===== src/rtl/core_seq_pkg.sv =====
// core_seq_pkg: shared definitions for the 8085 machine-cycle sequencer.
//   - ienb / chk_i bit indices
//   - sequencer state encoding
//   - bus status codes
//   - next machine-cycle helper
package core_seq_pkg;

  localparam int IENBSIZE = 7;
  localparam int INSTSIZE = 17;
  localparam int INFO_CYC = 4;

  // ienb bit positions
  localparam int IENB_RRD = 0;
  localparam int IENB_RWR = 1;
  localparam int IENB_COD = 2;
  localparam int IENB_DAT = 3;
  localparam int IENB_PC_ = 4;
  localparam int IENB_PD_ = 5;
  localparam int IENB_NXT = 6;

  // chk_i bit positions / field bases
  localparam int INST_GO6   = 0;
  localparam int INST_DAD   = 1;
  localparam int INST_HLT   = 2;
  localparam int INST_DIO   = 3;
  localparam int INST_CY_LO = 4;
  localparam int INST_RW_LO = 8;
  localparam int INST_CD_LO = 12;
  localparam int INST_CCC   = 16;

  typedef enum logic [3:0] {
    ST_RST = 4'd0,
    ST_T1  = 4'd1,
    ST_T2  = 4'd2,
    ST_TW  = 4'd3,
    ST_T3  = 4'd4,
    ST_T4  = 4'd5,
    ST_T5  = 4'd6,
    ST_T6  = 4'd7,
    ST_TH  = 4'd8
  } state_t;

  localparam logic [1:0] S_FETCH = 2'b11;
  localparam logic [1:0] S_READ  = 2'b10;
  localparam logic [1:0] S_WRITE = 2'b01;
  localparam logic [1:0] S_HALT  = 2'b00;

  // Machine cycle following m (1..4). M(m+1) runs only if CY[m-1] is set;
  // otherwise the instruction is finished and the next one starts at M1.
  function automatic logic [2:0] next_mcyc(input logic [2:0] m, input logic [3:0] cy);
    logic [1:0] k;
    k = m[1:0] - 2'd1;
    if (m >= 3'd1 && m <= 3'd4 && cy[k])
      return m + 3'd1;
    else
      return 3'd1;
  endfunction

endpackage


===== src/rtl/core_seq_dec.sv =====
// core_seq_dec: combinational output decode for the sequencer.
// Ports:
//   state  in  4   current T-state (state_t encoding)
//   mcyc   in  3   current machine cycle (0 in reset, 1..5)
//   info_q in  17  instruction info latched at M1 T4
//   chk_i  in  17  live instruction info (only looked at during M1 T4)
//   ienb   out 7   datapath enables
//   ale, rd_, wr_, iom, s1s0, hlt  bus controls / status
module core_seq_dec
  import core_seq_pkg::*;
(
  input  logic [3:0]          state,
  input  logic [2:0]          mcyc,
  input  logic [INSTSIZE-1:0] info_q,
  input  logic [INSTSIZE-1:0] chk_i,
  output logic [IENBSIZE-1:0] ienb,
  output logic                ale,
  output logic                rd_,
  output logic                wr_,
  output logic                iom,
  output logic [1:0]          s1s0,
  output logic                hlt
);

  logic [1:0]          k;
  logic [INFO_CYC-1:0] rw;
  logic [INFO_CYC-1:0] cd;
  logic                is_m1;
  logic                is_mn;
  logic                mn_wr;
  logic                rd_cyc;
  logic                reg_op;
  logic                bus_cyc;
  logic                unused_bits;

  // Mn uses field bit k = n-2; the low two bits of mcyc map 2,3,4,5 -> 0,1,2,3.
  assign k       = mcyc[1:0] - 2'd2;
  assign rw      = info_q[INST_RW_LO +: INFO_CYC];
  assign cd      = info_q[INST_CD_LO +: INFO_CYC];
  assign is_m1   = (mcyc == 3'd1);
  assign is_mn   = (mcyc >= 3'd2) && (mcyc <= 3'd5);
  assign mn_wr   = is_mn && rw[k];
  assign rd_cyc  = is_m1 || (is_mn && !rw[k]);
  assign bus_cyc = (state != ST_RST) && (state != ST_TH);

  // The register-op strobes in M1 T4 depend on the instruction being decoded
  // right now; info_q is only loaded at the end of that same T4.
  assign reg_op  = !chk_i[INST_HLT] && !chk_i[INST_GO6] && !chk_i[INST_CY_LO];

  assign unused_bits = ^{chk_i, info_q[INST_DAD], info_q[INST_CCC],
                         info_q[INST_GO6], info_q[INST_HLT], info_q[INST_CY_LO +: INFO_CYC]};

  always_comb begin
    ienb = '0;
    ale  = 1'b0;
    rd_  = 1'b1;
    wr_  = 1'b1;
    iom  = 1'b0;
    s1s0 = S_HALT;
    hlt  = 1'b0;

    // Status, address source and IO qualifier are levels for the whole M-cycle.
    if (bus_cyc) begin
      s1s0 = is_m1 ? S_FETCH : (mn_wr ? S_WRITE : S_READ);
      ienb[IENB_PD_] = is_mn && cd[k];
      ienb[IENB_NXT] = (mcyc == 3'd3) || (mcyc == 3'd5);
      iom            = (mcyc == 3'd3) && info_q[INST_DIO];
    end

    case (state)
      ST_T1: ale = 1'b1;
      ST_T2: begin
        rd_ = ~rd_cyc;
        wr_ = ~mn_wr;
        ienb[IENB_RRD] = mn_wr;
      end
      ST_TW: begin
        rd_ = ~rd_cyc;
        wr_ = ~mn_wr;
      end
      ST_T3: begin
        rd_ = ~rd_cyc;
        wr_ = ~mn_wr;
        ienb[IENB_COD] = is_m1;
        ienb[IENB_PC_] = is_m1 || (is_mn && !cd[k]);
        ienb[IENB_RRD] = mn_wr;
        ienb[IENB_RWR] = is_mn && !mn_wr;
      end
      ST_T4: begin
        ienb[IENB_RRD] = is_m1 && reg_op;
        ienb[IENB_RWR] = is_m1 && reg_op;
      end
      ST_TH: hlt = 1'b1;
      default: ;
    endcase

    ienb[IENB_DAT] = 1'b0;
  end

endmodule


===== src/rtl/core_seq.sv =====
// core_seq: machine-cycle / T-state sequencer for the 8085 core.
// Ports:
//   clk   in  1   system clock
//   rst   in  1   asynchronous active-high reset
//   chk_i in  17  decoded instruction info (valid from M1 T4)
//   rdy   in  1   bus ready, sampled at end of T2 and each TW
//   ienb  out 7   datapath enables
//   ale   out 1   address latch enable
//   rd_   out 1   read strobe, active-low
//   wr_   out 1   write strobe, active-low
//   iom   out 1   1 = IO cycle
//   s1s0  out 2   bus status
//   mcyc  out 3   current machine cycle (0 in reset)
//   hlt   out 1   halted
//
// state | meaning
// RST   | in reset, bus idle
// T1    | address out, ale high
// T2    | strobe asserted, rdy sampled
// TW    | wait state, strobe held until rdy
// T3    | data transfer, datapath strobes
// T4    | M1 decode, chk_i latched at its end
// T5    | extra M1 clock for 6T instructions
// T6    | second extra M1 clock
// TH    | halted until reset
module core_seq
  import core_seq_pkg::*;
(
  input  logic                clk,
  input  logic                rst,
  input  logic [INSTSIZE-1:0] chk_i,
  input  logic                rdy,
  output logic [IENBSIZE-1:0] ienb,
  output logic                ale,
  output logic                rd_,
  output logic                wr_,
  output logic                iom,
  output logic [1:0]          s1s0,
  output logic [2:0]          mcyc,
  output logic                hlt
);

  state_t              state;
  logic [INSTSIZE-1:0] info_q;

  always_ff @(posedge clk or posedge rst) begin
    if (rst) begin
      state  <= ST_RST;
      mcyc   <= 3'd0;
      info_q <= '0;
    end else begin
      case (state)
        ST_RST: begin
          state <= ST_T1;
          mcyc  <= 3'd1;
        end
        ST_T1: state <= ST_T2;
        ST_T2: state <= rdy ? ST_T3 : ST_TW;
        ST_TW: state <= rdy ? ST_T3 : ST_TW;
        ST_T3: begin
          if (mcyc == 3'd1) begin
            state <= ST_T4;
          end else begin
            state <= ST_T1;
            mcyc  <= next_mcyc(mcyc, info_q[INST_CY_LO +: INFO_CYC]);
          end
        end
        ST_T4: begin
          info_q <= chk_i;
          if (chk_i[INST_HLT]) begin
            state <= ST_TH;
          end else if (chk_i[INST_GO6]) begin
            state <= ST_T5;
          end else begin
            state <= ST_T1;
            mcyc  <= next_mcyc(3'd1, chk_i[INST_CY_LO +: INFO_CYC]);
          end
        end
        ST_T5: state <= ST_T6;
        ST_T6: begin
          state <= ST_T1;
          mcyc  <= next_mcyc(3'd1, info_q[INST_CY_LO +: INFO_CYC]);
        end
        ST_TH: state <= ST_TH;
        default: begin
          state <= ST_RST;
          mcyc  <= 3'd0;
        end
      endcase
    end
  end

  core_seq_dec u_dec (
    .state  (state),
    .mcyc   (mcyc),
    .info_q (info_q),
    .chk_i  (chk_i),
    .ienb   (ienb),
    .ale    (ale),
    .rd_    (rd_),
    .wr_    (wr_),
    .iom    (iom),
    .s1s0   (s1s0),
    .hlt    (hlt)
  );

endmodule


===== config.mk =====
export PLATFORM = sky130hd
export DESIGN_NAME = core_seq
export DESIGN_NICKNAME = d
export VERILOG_FILES = /design/src/rtl/core_seq_pkg.sv /design/src/rtl/core_seq_dec.sv /design/src/rtl/core_seq.sv
export SDC_FILE = /design/constraint.sdc
export NUM_CORES = 1
export LEC_CHECK = 0
export CORE_MARGIN = 2
export CORE_UTILIZATION = 32
export DETAILED_ROUTE_END_ITERATION = 16
export PLACE_DENSITY = 0.6
export SKIP_CTS_REPAIR_TIMING = 1
export SLEW_MARGIN = 5
export SYNTH_ARGS = -nofsm -noshare
export SYNTH_HDL_FRONTEND = slang
export SYNTH_SLANG_ARGS = --single-unit

===== constraint.sdc =====
create_clock -name clk -period 2.4 [get_ports clk]
set_input_delay 0.6 -clock clk [delete_from_list [all_inputs] [get_ports clk]]
set_output_delay 0.6 -clock clk [all_outputs]
set_load 0.02 [all_outputs]

==> out/metrics.csv <==
metric,value,unit
Critical Path RT,1800,ps
register area share after synthesis,38.7,%
Final WS setup,17.1,ps
count of input and output buffers,33,
Post-synth EDFFs,0,
Clock Sinks,20,
first-pass GRT wire length,5500,um
row cnt,23,
Crit path max-delay family,flip-flops,
Setup-failing EPs final,0,
share of layout cells above drive strength 1,35.2,%
initial detailed-routing violation count,59,
CP max-delay cell,dfrtp_1,
"Cell Area, Placed",1820,um^2
Post-synth top flop,dfrtp_1,
Mapped Area,1290,um^2
outcome,"complete, no violations",
Routed WL,3380,um
core area,3940,um^2
Pleak,0.898,nW
final hold vios,0,
critical path's most frequent cell,nand2b_1,
Yosys reg bits,20,
nets,204,
"Critical Path, Cell by Cell",inv_2 > ha_2 > nand2b_1 > o22ai_2 > nand2b_1 > o41ai_2 > buf_4,
Mapped Avg Cell Area,10.3,um^2
max_cap viols,0,
PD cells,1180,nW/um^2
design area,1930,um^2
Async SR Flop Fraction,100,%
die width,67.6,um
CTS clock-pin slew for the worst setup and hold paths,80,ps
CTS tree,built,
area growth from synthesis to layout,48.8,%
die height,67.6,um
post-synth top area cell,dfrtp_1,
Final period util,99.3,%
"worst slack, placed",-333,ps
HP Class,reg -> reg,
worst-path maximum fanout,5,
placed cell count,222,
Wirelength per Cell,14.7,um
I/O pins,37,
largest net degree at the start of global routing,21,
Initial Util,32.8,%
setup_tns,0,ps
grt ovf,0,
Register Area,502,um^2
area of the multi-input gates,747,um^2
max-slew violations,0,
peak supply drop,0.507,mV
routed via count,1160,
Post-Synthesis Cells,125,
Synth area leaders,"dfrtp_1 39%, mux2_2 13%, mux4_2 5.2%, ha_1 3.9%, a21oi_1 2.7%",
# fillers,358,
Root Buffer,clkbuf_8,
Vias/cell,5.07,
Final Wtd Congestion,0.805,
Remaining DRCs,0,
CP Launch Type,flip-flop,
Routed Antenna Nets,0,
utilization after layout,48.8,%
clock latency on the worst-skew pair,260,ps
post-layout min period,2380,ps
met3 Use GR,3.50,%
Most Crowded Layer GR,met2,
Setup Skew,0.982,ps
number of global-route vias before repair,1217,
Antenna diodes,0,
die outline area,4570,um^2
synth unique cells,45,
CTS Buf Count,3,
HPWL after DPL,2560,um
"Net Count, Synth",149,
Synth top area share,38.7,%
M2 GR Usage,29.4,%
crit end category,output pin,
final non-filler cell total,229,
worst endpoint data arrival time,1780,ps
fmax,420,MHz
crit path buf inv count,2,
clk buf depth,2,
Initial DRT Pass Iterations,4,
# H-tree levels,1,
RSZ-0062 raised after global routing,true,
GRT Util Overall,15.8,%
critical path class,reg -> out,
Synthesis Warnings,0,
initial antenna violation count,0,
Max stage delay on crit path,410,ps
met1 Use GR,19.1,%
area by class of cell:
type / count / area share, %
tap: 50 / 3.25
inverter: 7 / 1.36
clock buffer: 3 / 2.14
clock inverter: 1 / 1.56
multi-input combinational: 89 / 38.8
sequential: 20 / 26.1
timing repair buffer: 59 / 26.8
synth_stat cells, drive strengths merged (3+ instances only):
library cell,instances
nand2,4
a21oi,7
nor2b,5
dfrtp,20
mux4,3
nor2,8
nand4b,3
nand2b,4
inv,7
mux2,15
clkbuf,4
ha,4
buf,5
final timing paths:
kind                            startpoint        end  slack [ps]  cells after the start
worst min register to register   info_q[3]  info_q[3]         510                      1
max in group asynchronous              rst    mcyc[0]        1500                      3
worst max register to register     mcyc[0]    mcyc[0]         440                      7
worst min-delay path             info_q[3]  info_q[3]         510                      1
worst max-delay path               mcyc[1]    ienb[0]          20                      7
min in group asynchronous              rst  info_q[7]         660                      3
report_power, final:
part           internal [mW]  total, mW  switching (mW)
clock                  0.223      0.341           0.118
combinational          0.709       1.34           0.629
sequential             0.494      0.598           0.104
total                   1.43       2.28           0.851
cell usage in the layout, fill, tap and decap left out, types with 3 or more instances in the layout:
cell             synthesis  layout
nor2_1                   8       8
nor2b_1                  5       5
inv_1                    7       6
mux2_2                  15      15
nand2b_1                 4       4
nand2_1                  4       4
clkbuf_8                 0       3
nand4b_1                 3       3
ha_1                     4       3
dlymetal6s2s_1           0       6
a21oi_1                  7       7
mux4_2                   3       3
clkdlybuf4s50_1          0      20
clkbuf_2                 0       3
buf_4                    1      28
dfrtp_1                 20      19
metrics by stage:
stage / hold slack (ps) / power, mW
floorplan: 472 / 1.43
detailed placement: 490 / 1.92
global placement: 487 / 1.88
CTS: 510 / 2.27
finish: 506 / 2.28
global route: 541 / 2.47
per-layer routing:
layer / up-vias / share of wire, %
met5: - / 0
met4: 0 / 0.21
met3: 2 / 3.9
met2: 20 / 52
met1: 574 / 44
li1: 564 / -
registers in the layout, summed over array words and instances, names as in the netlist:
signal	flops
info_q	13
mcyc	3
state	4
cells by family after synthesis:
logic type               Yosys count  synth area share (%)
AND/OR/NAND/NOR                   41                  19.8
other                              1                 0.290
multiplexers                      19                  19.1
XOR/XNOR                           1                 0.677
buffers and inverters             16                  5.80
adder cells (fa/ha/maj)            4                  3.87
AO/OA/AOI/OAI                     23                  11.8
flip-flops                        20                  38.7
Power figures use the tool's default switching activity.
